--- config.mk ---
export PLATFORM = sky130hd
export DESIGN_NAME = fcmp_pipe
export DESIGN_NICKNAME = d
export VERILOG_FILES = /design/src/rtl/fcmp_pipe_pkg.sv /design/src/rtl/fcmp_pipe_core.sv /design/src/rtl/fcmp_pipe.sv
export SDC_FILE = /design/constraint.sdc
export NUM_CORES = 1
export LEC_CHECK = 0
export CAP_MARGIN = 20
export CORE_MARGIN = 3
export CORE_UTILIZATION = 52
export DETAILED_ROUTE_END_ITERATION = 8
export HOLD_SLACK_MARGIN = 0.02
export PLACE_DENSITY = 0.8
export SYNTH_ARGS = -nofsm -noshare
export SYNTH_HDL_FRONTEND = slang
export SYNTH_HIERARCHICAL = 1
export SYNTH_SLANG_ARGS = --single-unit
export TNS_END_PERCENT = 50
--- constraint.sdc ---
create_clock -name clk -period 1.62 [get_ports clk]
set_input_delay 0.162 -clock clk [delete_from_list [all_inputs] [get_ports clk]]
set_output_delay 0.162 -clock clk [all_outputs]
set_load 0.02 [all_outputs]
--- src/rtl/fcmp_pipe_pkg.sv ---
// Shared definitions for the FP32 compare/select pipe: op encodings, FP32 fields, stage payloads.
// Also holds the result-select function used by the output stage.
package fcmp_pipe_pkg;

    localparam logic [2:0] FOP_FEQ  = 3'd0;
    localparam logic [2:0] FOP_FLT  = 3'd1;
    localparam logic [2:0] FOP_FLE  = 3'd2;
    localparam logic [2:0] FOP_FMIN = 3'd3;
    localparam logic [2:0] FOP_FMAX = 3'd4;

    localparam int FP_W     = 32;
    localparam int FP_SIGN  = 31;
    localparam int FP_MAG_W = 31;

    typedef struct packed {
        logic [2:0]      op;
        logic [FP_W-1:0] x1;
        logic [FP_W-1:0] x2;
        logic            lt;
        logic            eq;
    } s1_t;

    typedef struct packed {
        logic            ill;
        logic [FP_W-1:0] data;
    } res_t;

    // FMIN on equality returns x2 and FMAX returns x1, which falls out of the lt-only select.
    function automatic res_t fcmp_select(input s1_t s);
        res_t r;
        r.ill  = 1'b0;
        r.data = '0;
        case (s.op)
            FOP_FEQ:  r.data = {{(FP_W-1){1'b0}}, s.eq};
            FOP_FLT:  r.data = {{(FP_W-1){1'b0}}, s.lt};
            FOP_FLE:  r.data = {{(FP_W-1){1'b0}}, s.lt | s.eq};
            FOP_FMIN: r.data = s.lt ? s.x1 : s.x2;
            FOP_FMAX: r.data = s.lt ? s.x2 : s.x1;
            default:  r.ill  = 1'b1;
        endcase
        return r;
    endfunction

endpackage

--- src/rtl/fcmp_pipe_core.sv ---
// Combinational FP32 ordering on raw bit patterns: produces lt and eq, with +0 == -0.
// No NaN or denormal special-casing; sign/magnitude ordering only.
module fcmp_pipe_core
    import fcmp_pipe_pkg::*;
(
    input  logic [FP_W-1:0] x1_i,
    input  logic [FP_W-1:0] x2_i,
    output logic            lt_o,
    output logic            eq_o
);

    logic                s1;
    logic                s2;
    logic [FP_MAG_W-1:0] m1;
    logic [FP_MAG_W-1:0] m2;
    logic                both_zero;

    assign s1 = x1_i[FP_SIGN];
    assign s2 = x2_i[FP_SIGN];
    assign m1 = x1_i[FP_MAG_W-1:0];
    assign m2 = x2_i[FP_MAG_W-1:0];

    assign both_zero = (m1 == '0) && (m2 == '0);
    assign eq_o      = (x1_i == x2_i) | both_zero;

    // Two negatives order by reversed magnitude.
    assign lt_o = ~eq_o & ( (s1 & ~s2)
                          | (~s1 & ~s2 & (m1 < m2))
                          | (s1 & s2 & (m1 > m2)) );

endmodule

--- src/rtl/fcmp_pipe.sv ---
// Two-stage FP32 compare/select (FEQ/FLT/FLE/FMIN/FMAX) between FPU issue and writeback.
// Latency 2 cycles, 1 op/cycle; in_ready = ~s1_valid | ~s2_valid | out_ready, outputs hold while stalled.
module fcmp_pipe
    import fcmp_pipe_pkg::*;
#(
    parameter int TAG_W = 5
) (
    input  logic             clk,
    input  logic             rstn,
    input  logic             in_valid,
    output logic             in_ready,
    input  logic [2:0]       in_op,
    input  logic [FP_W-1:0]  in_x1,
    input  logic [FP_W-1:0]  in_x2,
    input  logic [TAG_W-1:0] in_tag,
    output logic             out_valid,
    input  logic             out_ready,
    output logic [FP_W-1:0]  out_data,
    output logic [TAG_W-1:0] out_tag,
    output logic             out_ill,
    output logic             busy
);

    logic             s1_valid_q, s1_valid_d;
    s1_t              s1_q, s1_d;
    logic [TAG_W-1:0] s1_tag_q, s1_tag_d;

    logic             s2_valid_q, s2_valid_d;
    logic [FP_W-1:0]  out_data_q, out_data_d;
    logic [TAG_W-1:0] out_tag_q, out_tag_d;
    logic             out_ill_q, out_ill_d;

    logic             s2_adv;
    logic             s1_adv;
    logic             accept;
    logic             cmp_lt;
    logic             cmp_eq;
    res_t             sel;

    fcmp_pipe_core u_core (
        .x1_i (in_x1),
        .x2_i (in_x2),
        .lt_o (cmp_lt),
        .eq_o (cmp_eq)
    );

    assign s2_adv   = ~s2_valid_q | out_ready;
    assign s1_adv   = s1_valid_q & s2_adv;
    assign in_ready = ~s1_valid_q | s2_adv;
    assign accept   = in_valid & in_ready;
    assign sel      = fcmp_select(s1_q);

    always_comb begin
        s1_valid_d = s1_valid_q;
        s1_d       = s1_q;
        s1_tag_d   = s1_tag_q;
        s2_valid_d = s2_valid_q;
        out_data_d = out_data_q;
        out_tag_d  = out_tag_q;
        out_ill_d  = out_ill_q;

        // S1 empties when it hands over and nothing new arrives in the same cycle.
        if (accept) begin
            s1_valid_d = 1'b1;
            s1_d.op    = in_op;
            s1_d.x1    = in_x1;
            s1_d.x2    = in_x2;
            s1_d.lt    = cmp_lt;
            s1_d.eq    = cmp_eq;
            s1_tag_d   = in_tag;
        end else if (s1_adv) begin
            s1_valid_d = 1'b0;
        end

        if (s2_adv) begin
            s2_valid_d = s1_valid_q;
        end

        if (s1_adv) begin
            out_data_d = sel.data;
            out_tag_d  = s1_tag_q;
            out_ill_d  = sel.ill;
        end
    end

    always_ff @(posedge clk or negedge rstn) begin
        if (!rstn) begin
            s1_valid_q <= 1'b0;
            s1_q       <= '0;
            s1_tag_q   <= '0;
            s2_valid_q <= 1'b0;
            out_data_q <= '0;
            out_tag_q  <= '0;
            out_ill_q  <= 1'b0;
        end else begin
            s1_valid_q <= s1_valid_d;
            s1_q       <= s1_d;
            s1_tag_q   <= s1_tag_d;
            s2_valid_q <= s2_valid_d;
            out_data_q <= out_data_d;
            out_tag_q  <= out_tag_d;
            out_ill_q  <= out_ill_d;
        end
    end

    assign out_valid = s2_valid_q;
    assign out_data  = out_data_q;
    assign out_tag   = out_tag_q;
    assign out_ill   = out_ill_q;
    assign busy      = s1_valid_q | s2_valid_q;

endmodule
-- Yosys cells after proc, flatten, opt, wreduce, memory -nomap -nowiden
Index checks and enable logic that the tools add are counted.
- flip-flop bits (word level): 114
- word-level logic and storage cells: 50
- magnitude comparators: 2
- equality and inequality tests: 5
- mux-type cells: 6
- bitwise gates (word level): 20
- reduce and logical (&&, ||, !) cells: 6
- operator list (cell ; number):
    32-bit one-hot mux with 5 select lines ; 1
    32-bit two-way mux ; 2
    31-bit logical NOT ; 2
    32-bit == test ; 1
    31-bit > comparator ; 1
    31-bit < comparator ; 1
    1-bit bitwise AND ; 8
    1-bit OR ; 7
    3-bit by 2-bit == test with 1-bit output (second input constant) ; 2
    1-bit inverter ; 5
    5-bit OR reduction ; 1
    3-bit by 1-bit == test with 1-bit output (second input constant) ; 1
    3-bit == test (second input constant) ; 1
    3-bit logical NOT ; 1
    1-bit two-way mux ; 3
    2-bit nonzero test ; 1
    1-bit logical AND ; 1

-- Depth between registers and ports, before layout
Gate-level depths: netlist of the first run.
- depth after elaboration: 6
- gate-level depth with buffers: 9
- gate-level depth less buffers: 9

-- By module
The synthesis of the first run kept the hierarchy.
- modules (own cells, without submodules) (module ; instances ; cells each ; area each (µm²)):
    fcmp_pipe ; 1 ; 379 ; 4982.3
    fcmp_pipe_core ; 1 ; 140 ; 975.9

-- Worst setup path after synthesis of the first run
OpenSTA, ideal clock, no wires.
- kind: input to register
- start: input in_x2[16]
- end: register s1_q[1] (netlist bit)
- setup time: 125 ps
- arrival time: 2038 ps
- setup slack: -542 ps
- stages on the path: 9
- cells stage by stage: inv_1 > ha_1 > a21o_1 > a221o_1 > a221oi_2 > o21ai_1 > or4_1 > and3b_1 > mux2_2
- longest elaborated chain between the ends: 5
- elaborated cells on any way between the ends: 12
- ends and longest elaborated chain (element ; RTL line ; text):
    from (decl) ; fcmp_pipe.sv:14 ; input logic [FP_W-1:0] in_x2,
    31-bit < comparator / 31-bit logical NOT (equally long branches) ; fcmp_pipe_core.sv:28, fcmp_pipe_core.sv:23 ;
    1-bit bitwise AND / 1-bit logical AND (equally long branches) ; fcmp_pipe_core.sv:28, fcmp_pipe_core.sv:23 ;
    1-bit OR, on equally long branches ; fcmp_pipe_core.sv:28, fcmp_pipe_core.sv:24 ;
    1-bit OR / 1-bit inverter (equally long branches) ; fcmp_pipe_core.sv:29, fcmp_pipe_core.sv:27 ;
    1-bit bitwise AND * ; fcmp_pipe_core.sv:27 ; assign lt_o = ~eq_o & ( (s1 & ~s2)
    via cmp_lt ; fcmp_pipe.sv:36 ; logic cmp_lt;
    to (signal assigned) ; fcmp_pipe.sv:89 ; s1_q <= '0;
    to (signal assigned) ; fcmp_pipe.sv:97 ; s1_q <= s1_d;
    to (decl) ; fcmp_pipe.sv:25 ; s1_t s1_q, s1_d;
Mark *: on every way through the listed nets, which the timed path passes. The rest lies on a longest branch.
A chain may end at the register's enable or synchronous reset.

-- Final worst setup path of the first run
- start: input in_x2[2]
- end: register s1_q[1] (netlist bit)
The elaborated chain is that of the path after synthesis.

==> results of run 1 <==
-- worst paths after layout --
| kind | start | endpoint | slack, ns |
|---|---|---|---|
| min | in_x2[21] | s1_q[23] | 0.11 |
| min reg2reg | out_data[24] | out_data[24] | 0.48 |
| max | in_x2[2] | s1_q[1] | -0.47 |
| max in group asynchronous | rstn | s1_q[68] | 0.75 |
| max reg2reg | s1_q[66] | out_data[20] | -0.17 |
| min in group asynchronous | rstn | s1_q[38] | 0.21 |
-- critical path, cell delays in order --
cell,delay (ns)
dlygate4sd2_1,0.24
inv_2,0.06
ha_4,0.26
a21oi_4,0.15
a21oi_2,0.08
o31ai_4,0.33
a31oi_2,0.16
or4_1,0.51
and3b_1,0.18
mux2_4,0.27
-- timing repair --
action                                  4_1_cts  5_1_grt
resized for setup                           154      192
hold buffers                                  1        0
pin swaps                                    35       43
gates cloned                                  0        6
endpoints found under the hold margin        55        0
buffers inserted                              4       19
endpoints found under the setup margin        5       34
-- registers in the layout (all words and copies together) (netlist names) --
register and count:
out_valid 1, out_ill 1, s1_valid_q 1, s1_tag_q 5
s1_q 69, out_data 32, out_tag 5
-- area by class of cell --
cell class / count / area [um2] / share of cell area (%)
Inverter: 38 / 150 / 1.58
Sequential cell: 114 / 2860 / 30.1
Clock inverter: 10 / 133 / 1.40
Tap cell: 140 / 175 / 1.84
Timing Repair Buffer: 236 / 2160 / 22.8
Clock buffer: 22 / 464 / 4.89
Multi-Input combinational cell: 332 / 3560 / 37.4
-- report_power, final --
part | switching (mW) | internal, mW | leakage (nW) | total, mW
clock network | 1.45 | 2.49 | 0.286 | 3.94
registers | 0.540 | 3.39 | 1.38 | 3.93
logic | 2.01 | 1.79 | 2.54 | 3.80
total | 4.00 | 7.67 | 4.20 | 11.7
-- per-stage QoR --
step	total power, mW	util (%)	setup TNS (ns)
after floorplan	5.34	-	-0.508
after global placement	6.65	71.5	-5.09
after detailed placement	6.79	71.5	-5.86
after CTS	10.7	79.9	-0.514
after global routing	11.9	86.1	-3.12
final	11.7	86.1	-1.77
-- cells by family after synthesis --
family	share of synthesized area, %
compound gates	16.6
fa+ha+maj	7.14
buf+inv	5.52
flops	47.9
mux	14.9
simple gates	7.90
-- routing by layer --
layer / vias to the layer above / part of all wire [%]
li1: 2433 / -
met1: 3124 / 34
met2: 678 / 46
met3: 210 / 12
met4: 0 / 7.6
met5: - / 0
-- cells in the final DEF, fill, tap and decap left out, types with 4 or more instances in the layout --
master and count:
a21oi_1 7, a21oi_2 4, a221oi_1 40, a221oi_2 19, buf_12 9, buf_4 94
buf_6 18, buf_8 4, clkbuf_16 22, clkbuf_2 33, clkdlybuf4s15_1 4, clkdlybuf4s50_1 45
clkinv_2 4, dfrtp_1 109, dfrtp_2 5, dlygate4sd2_1 11, dlymetal6s2s_1 9, ha_1 8
ha_4 24, inv_1 13, inv_2 22, mux2_2 77, nand2_1 38, nand2b_1 4
nand4_1 8, nor2_1 4, nor4_2 4, nor4_4 10, o21ai_0 4, o31ai_1 28
-- cell usage after synthesis (all sizes together) (2+ instances only) --
cell type | n | area, um2
a211oi | 2 | 15.0
a21o | 2 | 15.0
a21oi | 12 | 60.1
a221oi | 61 | 541
a22o | 2 | 17.5
and2 | 2 | 12.5
and3b | 2 | 17.5
buf | 24 | 145
clkbuf | 11 | 41.3
dfrtp | 114 | 2850
ha | 34 | 425
inv | 38 | 143
mux2 | 79 | 890
nand2 | 41 | 154
nand2b | 4 | 25.0
nand3 | 5 | 25.0
nand3b | 2 | 15.0
nand4 | 8 | 50.1
nor2 | 6 | 22.5
nor3 | 2 | 15.0
nor4 | 16 | 100
o21ai | 7 | 35.0
o22ai | 2 | 12.5
o31ai | 31 | 233
or4 | 2 | 15.0
==> flow_metrics.tcl, run 1 <==
set metrics [dict create \
    outcome "finished with violations" \
    failed_checks "negative setup slack" \
    die_area_mm2 0.0128 \
    rows 38 \
    power_leakage_nw 4.20 \
    ys_ff_latch 114 \
    worstPathArrival_ns 2.39 \
    setup.worst_path.end_class "flop" \
    cap_viol_max_count 0 \
    synth-main-ff-cell "dfrtp_1" \
    num_antenna_cells 0 \
    drive_above_1_share_pct 52.0 \
    wl_um 26400 \
    cts.clk_slew.worst_paths_ns 0.06 \
    p_per_area_mw_per_mm2 1230 \
    rsz0062_at_grt "yes" \
    clock_sinks 114 \
    gp_congestion 0.901 \
    num_vias 6445 \
    area_growth_pct 59.5 \
    synth_fp_nets 629 \
    dr.pass1.iters 8 \
    reg2regPathDepth 5 \
    ys_async_sr_fraction_pct 100 \
    crit_required_ns 1.92 \
    nets 849 \
    grt_max_degree 60 \
    antenna_found_initial 0 \
    path_class "input port to flop" \
    finalWorstSetupSlack_ns -0.470 \
    synth_cells 519 \
    finalCriticalPeriod_ns 2.09 \
    ys_warn_count 6 \
    numPlacedInstances 831 \
    grt_pass1_wl_um 33000 \
    grt_pass1_vias 6089 \
    timing.fmax_ghz 0.478 \
    syn_area_per_cell_um2 11.5 \
    post-route-period-util_pct 129 \
    die_w_um 113 \
    synth_edf_count 0 \
    die_h_um 113 \
    ant_nets 0 \
    fin_cells 892 \
    worst_setup_path_start_kind "input port" \
    post-place-ws_ns -1.18 \
    use_met1_pct 39.5 \
    grt_usage_pct 33.6 \
    yosysUniqueCellTypes 40 \
    drtIter0Drc 918 \
    cts_buffers 17 \
    htreeDepth 4 \
    start_util_pct 54.0 \
    port_buffers 116 \
    setup_viol 20 \
    io_pins 117 \
    top_usage_layer "met2" \
    holdPathStages 3 \
    hold_ws_ns 0.115 \
    drv_slew 0 \
    cts_root_buf "clkbuf_16" \
    hp-class "input port to flop" \
    finalClockSkew_ns 0.0125 \
    hold_violations 0 \
    wl_per_cell_um 29.6 \
    clock_latency_ns 0.42 \
    cts_tree "built" \
    cts_buffer_depth 2 \
    via_per_inst 7.23 \
    netlist_area_mm2 0.00596 \
    core_mm2 0.0110 \
    hpwl_um 12500 \
    gr-usage-met3_pct 8.61 \
    route.detailed.drc 0 \
    fin_area_mm2 0.00950 \
    max_slew_margin_pct 64.8 \
    placed_cell_area_mm2 0.00789 \
    peakVddDrop_uv 880 \
    worstMarginPinSlew_ns 0.528 \
    grtUsageMet2_pct 55.6 \
    gr-total-overflow 0 \
    fillCellCount 435 \
    cp_max_fo 3 \
    yosysSeqAreaShare_pct 47.9 \
]
(Power assumes the default switching activity.)
==> run 2, diff against run 1 <==
SLEW_MARGIN = 10   (was default)
==> results of run 2 <==
Same layout as run 1: the final DEF is identical, and so are final timing and power.
